**config.mk**
```make
export PLATFORM = sky130hd
export DESIGN_NAME = wb_timer
export DESIGN_NICKNAME = d
export VERILOG_FILES = /design/src/rtl/wb_timer.sv
export SDC_FILE = /design/constraint.sdc
export NUM_CORES = 1
export LEC_CHECK = 0
export ABC_AREA = 1
export CAP_MARGIN = 25
export CORE_ASPECT_RATIO = 0.6
export CORE_MARGIN = 2
export CORE_UTILIZATION = 31
export CTS_CLUSTER_DIAMETER = 80
export DETAILED_ROUTE_END_ITERATION = 10
export HOLD_SLACK_MARGIN = 0.08
export PLACE_DENSITY = 0.48
export RECOVER_POWER = 25
export SLEW_MARGIN = 20
export SYNTH_ARGS = -nofsm -noshare
export SYNTH_HDL_FRONTEND = slang
export SYNTH_SLANG_ARGS = --single-unit
```
**constraint.sdc**
```tcl
create_clock -name clk -period 2.91 [get_ports clk]
set_input_delay 0.7275 -clock clk [delete_from_list [all_inputs] [get_ports clk]]
set_output_delay 0.7275 -clock clk [all_outputs]
set_load 0.05 [all_outputs]
```
**src/rtl/wb_timer.sv**
```systemverilog
// wb_timer: two independent compare/auto-reload timers behind a Wishbone classic slave
module wb_timer #(
    parameter int unsigned prescale = 1
) (
    input  logic        clk,
    input  logic        reset_n,
    input  logic [31:0] wb_adr_i,
    input  logic [31:0] wb_dat_i,
    output logic [31:0] wb_dat_o,
    input  logic [3:0]  wb_sel_i,
    input  logic        wb_stb_i,
    input  logic        wb_cyc_i,
    input  logic        wb_we_i,
    output logic        wb_ack_o,
    output logic [1:0]  intr
);
    logic [15:0]      psc_q, psc_d;
    logic             tick;
    logic             ack_q, ack_d, req;
    logic [31:0]      dat_q, dat_d, rd;
    logic [2:0]       a;
    logic [1:0]       en_q, en_d, ar_q, ar_d, ie_q, ie_d, fl_q, fl_d;
    logic [1:0][31:0] cmp_q, cmp_d, cnt_q, cnt_d;
    logic [1:0]       hit, wr_t, wr_c, wr_n;
    logic             unused_adr;

    assign unused_adr = ^{wb_adr_i[31:5], wb_adr_i[1:0]};
    assign a          = wb_adr_i[4:2];
    assign req        = wb_stb_i & wb_cyc_i & ~ack_q;
    assign ack_d      = req;
    assign tick       = psc_q == 16'(prescale - 1);
    assign psc_d      = tick ? '0 : psc_q + 16'd1;
    assign dat_d      = req ? rd : dat_q;
    assign wb_ack_o   = ack_q;
    assign wb_dat_o   = dat_q;
    assign intr       = fl_q & ie_q;

    for (genvar g = 0; g < 2; g++) begin : g_t
        assign hit[g]  = tick & en_q[g] & (cnt_q[g] == cmp_q[g]);
        assign wr_t[g] = req & wb_we_i & (a == 3'(4 * g));
        assign wr_c[g] = req & wb_we_i & (a == 3'(4 * g + 1));
        assign wr_n[g] = req & wb_we_i & (a == 3'(4 * g + 2));
    end

    // read mux: timer select is a[2], register select is a[1:0]; index 3 reads zero
    always_comb begin
        rd = a[1:0] == 2'd0 ? {28'd0, fl_q[a[2]], ie_q[a[2]], ar_q[a[2]], en_q[a[2]]} :
             a[1:0] == 2'd1 ? cmp_q[a[2]] :
             a[1:0] == 2'd2 ? cnt_q[a[2]] : '0;
    end

    // timer next state: counting first, then bus writes override; a match always sets flag
    always_comb begin
        en_d  = en_q;
        ar_d  = ar_q;
        ie_d  = ie_q;
        fl_d  = fl_q;
        cmp_d = cmp_q;
        cnt_d = cnt_q;
        for (int n = 0; n < 2; n++) begin
            if (tick && en_q[n])
                cnt_d[n] = hit[n] ? (ar_q[n] ? '0 : cnt_q[n]) : cnt_q[n] + 32'd1;
            if (hit[n] && !ar_q[n])
                en_d[n] = 1'b0;
            if (wr_t[n] && wb_sel_i[0]) begin
                en_d[n] = wb_dat_i[0];
                ar_d[n] = wb_dat_i[1];
                ie_d[n] = wb_dat_i[2];
                if (wb_dat_i[3])
                    fl_d[n] = 1'b0;
            end
            if (hit[n])
                fl_d[n] = 1'b1;
            for (int b = 0; b < 4; b++) begin
                if (wr_c[n] && wb_sel_i[b])
                    cmp_d[n][8*b +: 8] = wb_dat_i[8*b +: 8];
                if (wr_n[n] && wb_sel_i[b])
                    cnt_d[n][8*b +: 8] = wb_dat_i[8*b +: 8];
            end
        end
    end

    // state register; reset overrides every other update and aborts a pending ack
    always_ff @(posedge clk) begin
        if (!reset_n) begin
            psc_q <= '0;
            ack_q <= 1'b0;
            dat_q <= '0;
            en_q  <= '0;
            ar_q  <= '0;
            ie_q  <= '0;
            fl_q  <= '0;
            cmp_q <= '0;
            cnt_q <= '0;
        end else begin
            psc_q <= psc_d;
            ack_q <= ack_d;
            dat_q <= dat_d;
            en_q  <= en_d;
            ar_q  <= ar_d;
            ie_q  <= ie_d;
            fl_q  <= fl_d;
            cmp_q <= cmp_d;
            cnt_q <= cnt_d;
        end
    end
endmodule

```
==> reports/qor_table.md, run 1 <==
| Item | This run | Unit |
|---|---|---|
| Buf/Inv on CP | 5 | - |
| Hold buffer count at CTS | 0 | - |
| CP Launch Point | wb_adr_i[2] | - |
| Average detailed-routed wire length per instance | 19.3 | um |
| Critical path data required time | 3300 | ps |
| Crit Reg-Reg Startpoint | psc_q[0]$_SDFF_PP0_ | - |
| Share of the yosys chip area belonging to registers | 30.7 | % |
| Critical-path top delay cell | dlygate4sd3_1 | - |
| Outcome | finished, final reports clean | - |
| Mapped Nets | 2091 | - |
| Width of the chip | 259 | um |
| RSZ-0062 raised after global routing | false | - |
| Number of nets with antenna violations after routing | 0 | - |
| Period minus WS final | 2590 | ps |
| Worst path max stage delay | 550 | ps |
| Kind of path behind the tightest hold check | flip-flop to flip-flop | - |
| CTS tree | done | - |
| Area inside the core boundary | 38000 | sq um |
| Number of antenna violations at the first check in global routing | 0 | - |
| Worst setup EP type | flip-flop | - |
| Overflow left after global routing | 0 | - |
| Fraction of layout instances using a drive strength above 1 | 10.4 | % |
| Crit path depth | 11 | - |
| Syn avg cell area | 5.99 | sq um |
| Worst endpoint data arrival time | 2980 | ps |
| Power density over the cells | 392 | nW/um^2 |
| Clock Skew | 13.7 | ps |
| Transition time of the tightest slew-check pin | 733 | ps |
| Filler cells | 4179 | - |
| Post-synthesis register bit count | 185 | - |
| Cells after synthesis | 2014 | - |
| Number of distinct library cells after synthesis | 41 | - |
| Number of top-level pins | 108 | - |
| Clock tree buffer depth | 2 | - |
| Via count of the first global-routing pass | 11300 | - |
| Routed via count divided by cell count | 5.14 | - |
| Synth top area cells | dfxtp_1 (31%), nand2_1 (18%), nor2_1 (8.1%), a21oi_1 (5.6%), nand3_1 (5.4%) | - |
| Effective utilization at floorplan | 31.7 | % |
| CTS Buf Count | 17 | - |
| Pin count of the biggest net entering global routing | 58 | - |
| Highest clock rate | 0.386 | GHz |
| Final count of pins violating max slew | 0 | - |
| Clock-pin slew on the worst setup and hold paths | 80 | ps |
| Power, Total | 5.53 | mW |
| Total Die Area | 40500 | sq um |
| H-tree depth | 4 | - |
| Wire length of the first global-routing pass | 73200 | um |
| Post-route DRC | 0 | - |
| All-layer global routing usage | 24.6 | % |
| Clock latency reported for the late side of the worst-skew pair | 470 | ps |
| Quantity of gates resized following cts | 0 | - |
| Most frequent cells in the layout | nand2_1 (590), nor2_1 (261), dfxtp_1 (185) | - |
| Max IR drop VDD | 0.295 | mV |
| Drt pass-1 iters | 5 | - |
| Die Y-Extent | 157 | um |
| Worst Reg2Reg Path Length in Cells | 11 | - |
| Final layout net count | 2168 | - |
| Critical path peak fanout | 16 | - |
| Final wirelength | 50500 | um |
| Portion of the clock cycle consumed by the worst path in the final layout | 88.9 | % |
| Netlist area before placement | 12100 | sq um |
| Clock root buffer | clkbuf_16 | - |
| Initial drt markers | 1839 | - |
| Worst hold stages | 2 | - |
| HPWL after detailed placement | 40200 | um |
| Count of port buffers added during placement | 78 | - |
| Startpoint of the worst hold path | wb_dat_o[4]$_SDFFE_PN0N_ | - |
| Synth top area share | 30.7 | % |
| FP Rows | 55 | - |
| Routability congestion estimate | 0.959 | - |
| Synth area leader | dfxtp_1 | - |
| Leak | 6.02 | nW |
| Rel. slew slack | 51.1 | % |
| Number of clock sinks seen by CTS | 185 | - |
| Most common cell after layout, fill and taps aside | nand2_1 | - |
| Number of hold violations in the final report | 0 | - |
| Setup CP Type | primary input to flip-flop | - |
| Setup crit start kind | primary input | - |
| YS warnings | 0 | - |
| Endpoints failing setup | 0 | - |
| Number of violations of the max-capacitance limit | 0 | - |
| Number of buffers inserted to repair setup after CTS | 0 | - |
| Sum of negative setup slack | 0 | ps |
| Category of cells accounting for the largest share of critical-path delay | buffers and inverters | - |
| Total vias in the final route | 13400 | - |
| Chain of cells forming the critical path | dlygate4sd3_1, inv_1, or2_0, nor2_1, inv_2, nor2_1, inv_2, nor2_2, clkbuf_1, o21ai_0, a21oi_1 | - |
| Total inserted antenna cells | 0 | - |
| Area overhead of the layout relative to synthesis | 17.0 | % |
==> tightest hold or removal path, delay by kind of cell, from the launching register on <==
kind	cells	cell delay (ps)
flops	1	310
simple gates	1	60
compound gates	1	50
==> layout make-up <==
class	instances	area, sq um	share of cell area [%]
Multi-Input combinational cell	1499	7010	49.7
Sequential cell	185	3700	26.3
Timing Repair Buffer	135	1230	8.71
Inverter	253	950	6.73
Tap cell	513	642	4.55
Clock buffer	20	457	3.24
Clock inverter	12	116	0.825
==> routing by layer <==
| layer | wire [um] | up-vias | track usage, % |
|---|---|---|---|
| met4 | 578 | 0 | 4.68 |
| li1 | - | 6615 | - |
| met5 | 0 | - | 0 |
| met1 | 26800 | 6211 | 41.9 |
| met3 | 5190 | 35 | 4.41 |
| met2 | 17900 | 578 | 29.8 |
==> state kept, by name, summed over array words and instances (netlist names) <==
| name | count |
|---|---|
| ar_q | 2 |
| cmp_q | 64 |
| cnt_q | 64 |
| en_q | 2 |
| fl_q | 2 |
| ie_q | 2 |
| psc_q | 16 |
| wb_ack_o | 1 |
| wb_dat_o | 32 |
==> cells in the mapped netlist, drive strengths merged <==
cell type and number:
a21oi 139, a22oi 15, a41oi 4, buf 44, clkbuf 33, clkinv 7, dfxtp 185, ha 4
inv 246, nand2 596, nand3 139, nand3b 1, nand4 31, nor2 299, nor3 27, nor3b 2
nor4 4, o21a 2, o21ai 138, o21bai 4, o22ai 49, or2 2, xnor2 6, xor2 37
==> worst paths after layout <==
kind	endpoint	slack (ps)
worst min register to register	wb_dat_o[4]$_SDFFE_PN0N_	470
worst max register to register	cnt_q[29]$_SDFFE_PN0P_	490
worst min-delay path	wb_dat_o[4]$_SDFFE_PN0N_	470
worst max-delay path	cmp_q[4]$_SDFFE_PN0P_	320
==> through the flow <==
step | hold WS, ps | instances | worst slack [ps] | area (sq um) | utilization (%)
floorplan | 430 | 2014 | 822 | 12100 | -
global placement | 446 | 2585 | 127 | 13600 | 35.7
detailed placement | 455 | 2585 | 91.6 | 13600 | 35.7
CTS | 466 | 2617 | 332 | 14100 | 37.2
global route | 493 | 2617 | 118 | 14100 | 37.1
finish | 468 | 2617 | 322 | 14100 | 37.1
==> power breakdown <==
group          internal, mW  switching (mW)
Clock                  1.24            1.18
Combinational         0.171           0.369
Sequential             2.55          0.0287
==> kinds of logic after synthesis <==
group	share of synthesized area [%]
buffers and inverters	11.1
XOR/XNOR	3.12
flip-flops	30.7
AND/OR/NAND/NOR	38.7
adder cells (fa/ha/maj)	0.415
AO/OA/AOI/OAI	16.0
No activity file was read; power rests on OpenSTA's default activity.
==> inputs of run 2 (changes only) <==
Settings changed: CTS_CLUSTER_DIAMETER 80 to 50.
==> results of run 2 <==
No change in the layout: final DEF, timing and power equal those of run 1.
==> inputs of run 3 (changes only) <==
Settings changed: CAP_MARGIN 25 to default, DONT_BUFFER_PORTS from default to 1, PLACE_DENSITY 0.48 to 0.45.
==> reports/qor_table.md, run 3 (synthesized netlist as in run 1, its figures left out) <==
| Item | This run | Unit | vs previous |
|---|---|---|---|
| Worst hold stages | 2 | - | unchanged |
| FP Rows | 55 | - | unchanged |
| Clock latency reported for the late side of the worst-skew pair | 460 | ps | about the same |
| Max IR drop VDD | 0.302 | mV | +2.4% |
| Overflow left after global routing | 0 | - | unchanged |
| Quantity of gates resized following cts | 0 | - | unchanged |
| Transition time of the tightest slew-check pin | 1560 | ps | +828 ps |
| Most common cell after layout, fill and taps aside | nand2_1 | - |  |
| Critical path peak fanout | 37 | - | +21 |
| Total inserted antenna cells | 0 | - | unchanged |
| Wire length of the first global-routing pass | 73800 | um | +0.88% |
| Critical-path top delay cell | clkbuf_1 | - |  |
| Area overhead of the layout relative to synthesis | 8.49 | % |  |
| Number of top-level pins | 108 | - | unchanged |
| Drt pass-1 iters | 5 | - | unchanged |
| Setup CP Type | flip-flop to flip-flop | - |  |
| CTS tree | done | - |  |
| Crit Reg-Reg Startpoint | wb_ack_o$_SDFF_PN0_ | - |  |
| Clock root buffer | clkbuf_16 | - |  |
| Kind of path behind the tightest hold check | primary input to flip-flop | - |  |
| Width of the chip | 259 | um | unchanged |
| Power, Total | 5.23 | mW | -5.5% |
| Number of nets with antenna violations after routing | 0 | - | unchanged |
| Routed via count divided by cell count | 5.10 | - | -0.77% |
| Leak | 5.59 | nW | -7.0% |
| Post-route DRC | 0 | - | unchanged |
| Outcome | finished with violations | - |  |
| Power density over the cells | 400 | nW/um^2 | +1.9% |
| H-tree depth | 4 | - | unchanged |
| HPWL after detailed placement | 39700 | um | -1.3% |
| Count of port buffers added during placement | 0 | - | -100% |
| Final standard cell utilization of the core | 34.4 | % | -2.7 points |
| Critical path data required time | 3240 | ps | -60 ps |
| Final count of pins violating max slew | 38 | - | +38 |
| Highest clock rate | 0.389 | GHz | +0.75% |
| Startpoint of the worst hold path | reset_n | - |  |
| CTS Buf Count | 17 | - | unchanged |
| Worst-case register-to-register setup slack | 340 | ps | -150 ps |
| Number of antenna violations at the first check in global routing | 0 | - | unchanged |
| Total Die Area | 40500 | sq um | unchanged |
| Effective utilization at floorplan | 31.7 | % | unchanged |
| Worst Reg2Reg Path Length in Cells | 6 | - | -5 |
| Worst endpoint data arrival time | 2890 | ps | -90 ps |
| Number of hold violations in the final report | 0 | - | unchanged |
| Total vias in the final route | 12800 | - | -4.7% |
| Pin count of the biggest net entering global routing | 119 | - | +110% |
| All-layer global routing usage | 24.8 | % | +0.22 points |
| Worst flop-to-flop path endpoint | wb_dat_o[21]$_SDFFE_PN0N_ | - |  |
| Hold buffer count at CTS | 0 | - | unchanged |
| Average detailed-routed wire length per instance | 20.0 | um | +3.5% |
| Endpoints failing setup | 0 | - | unchanged |
| Sum of negative setup slack | 0 | ps | unchanged |
| Terminating pin of the worst hold path | cnt_q[33]$_SDFFE_PN0P_ | - |  |
| Clock Skew | 8.66 | ps | -5.09 ps |
| Via count of the first global-routing pass | 11000 | - | -2.4% |
| Portion of the clock cycle consumed by the worst path in the final layout | 88.3 | % | -0.66 points |
| Final layout net count | 2066 | - | -4.7% |
| Violations in the final reports | capacitance limit, slew limit | - |  |
| Number of clock sinks seen by CTS | 185 | - | unchanged |
| Worst path max stage delay | 1140 | ps | +590 ps |
| Most frequent cells in the layout | nand2_1 (590), nor2_1 (262), dfxtp_1 (185) | - |  |
| Routability congestion estimate | 0.899 | - | -6.2% |
| Number of violations of the max-capacitance limit | 1 | - | +1 |
| Number of buffers inserted to repair setup after CTS | 0 | - | unchanged |
| Rel. slew slack | -4.06 | % | -55 points |
| Final worst slack | 341 | ps | +19.3 ps |
| Chain of cells forming the critical path | nor2_1, clkbuf_1, inv_1, clkbuf_2, nand2_1, a21oi_1 | - |  |
| Pre-CTS WS | 436 | ps | +345 ps |
| Area inside the core boundary | 38000 | sq um | unchanged |
| Setup crit start kind | flip-flop | - |  |
| Final wirelength | 50200 | um | -0.59% |
| Clock-pin slew on the worst setup and hold paths | 70 | ps | about the same |
| Fraction of layout instances using a drive strength above 1 | 9.60 | % | -0.76 points |
| Die Y-Extent | 157 | um | unchanged |
| Clock tree buffer depth | 2 | - | unchanged |
| Period minus WS final | 2570 | ps | -19.3 ps |
| RSZ-0062 raised after global routing | false | - |  |
| Worst setup EP type | flip-flop | - |  |
| Initial drt markers | 1904 | - | +3.5% |
-- run 3: cell types whose count changed in the layout (fill, tap and decap cells not counted), moves of 2 or more --
cell,delta
clkinv_4,+3
clkdlybuf4s50_1,-76
clkinvlp_4,-2
clkbuf_1,-4
buf_12,-3
inv_2,-2
buf_4,-17
-- run 3: worst max-delay path: cells and delay by family, from the launching register on --
family / cells / cell delay (ps)
DFF: 1 / 310
buffers and inverters: 3 / 1710
AOI/OAI and AO/OA: 1 / 80
and+or+nand+nor: 2 / 310
-- run 3: worst max path at each step --
stage,startpoint,to,slack (ps),depth (start not counted)
final,wb_ack_o$_SDFF_PN0_,wb_dat_o[21]$_SDFFE_PN0N_,340,6
after floorplan,wb_adr_i[2],cmp_q[27]$_SDFFE_PN0P_,820,11
after detailed placement,psc_q[0]$_SDFF_PP0_,cnt_q[30]$_SDFFE_PN0P_,440,11
after global placement,psc_q[0]$_SDFF_PP0_,cnt_q[28]$_SDFFE_PN0P_,490,11
after CTS,psc_q[0]$_SDFF_PP0_,cnt_q[30]$_SDFFE_PN0P_,420,11
after global routing,wb_ack_o$_SDFF_PN0_,wb_dat_o[18]$_SDFFE_PN0N_,120,6
-- run 3: cell type report --
type / instances / area, sq um
clock inverter: 11 / 92.6
inverter: 253 / 950
clock buffer: 19 / 443
fill: 4239 / 24900
sequential: 185 / 3700
timing repair buffer: 33 / 250
tap: 513 / 642
multi-input combinational: 1499 / 7000
-- run 3: through the flow --
step	hold slack [ps]	instance area, sq um	cells
after global placement	449	12600	2483
after detailed placement	460	12600	2483
after global routing	381	13100	2513
final	406	13100	2513
after floorplan	430	12100	2014
after CTS	382	13100	2513
-- run 3: power breakdown --
part | total (mW) | internal (mW) | switching [mW]
Sequential | 2.59 | 2.55 | 0.0426
Combinational | 0.353 | 0.103 | 0.251
Clock | 2.28 | 1.12 | 1.16
-- run 3: layer usage --
| layer | vias to the layer above | global-route usage, % | part of all wire (%) |
|---|---|---|---|
| met2 | 506 | 30.0 | 36 |
| met5 | - | 0 | 0 |
| met4 | 0 | 5.37 | 1.4 |
| met1 | 5858 | 42.0 | 54 |
| met3 | 37 | 4.54 | 9.1 |
| li1 | 6405 | - | - |
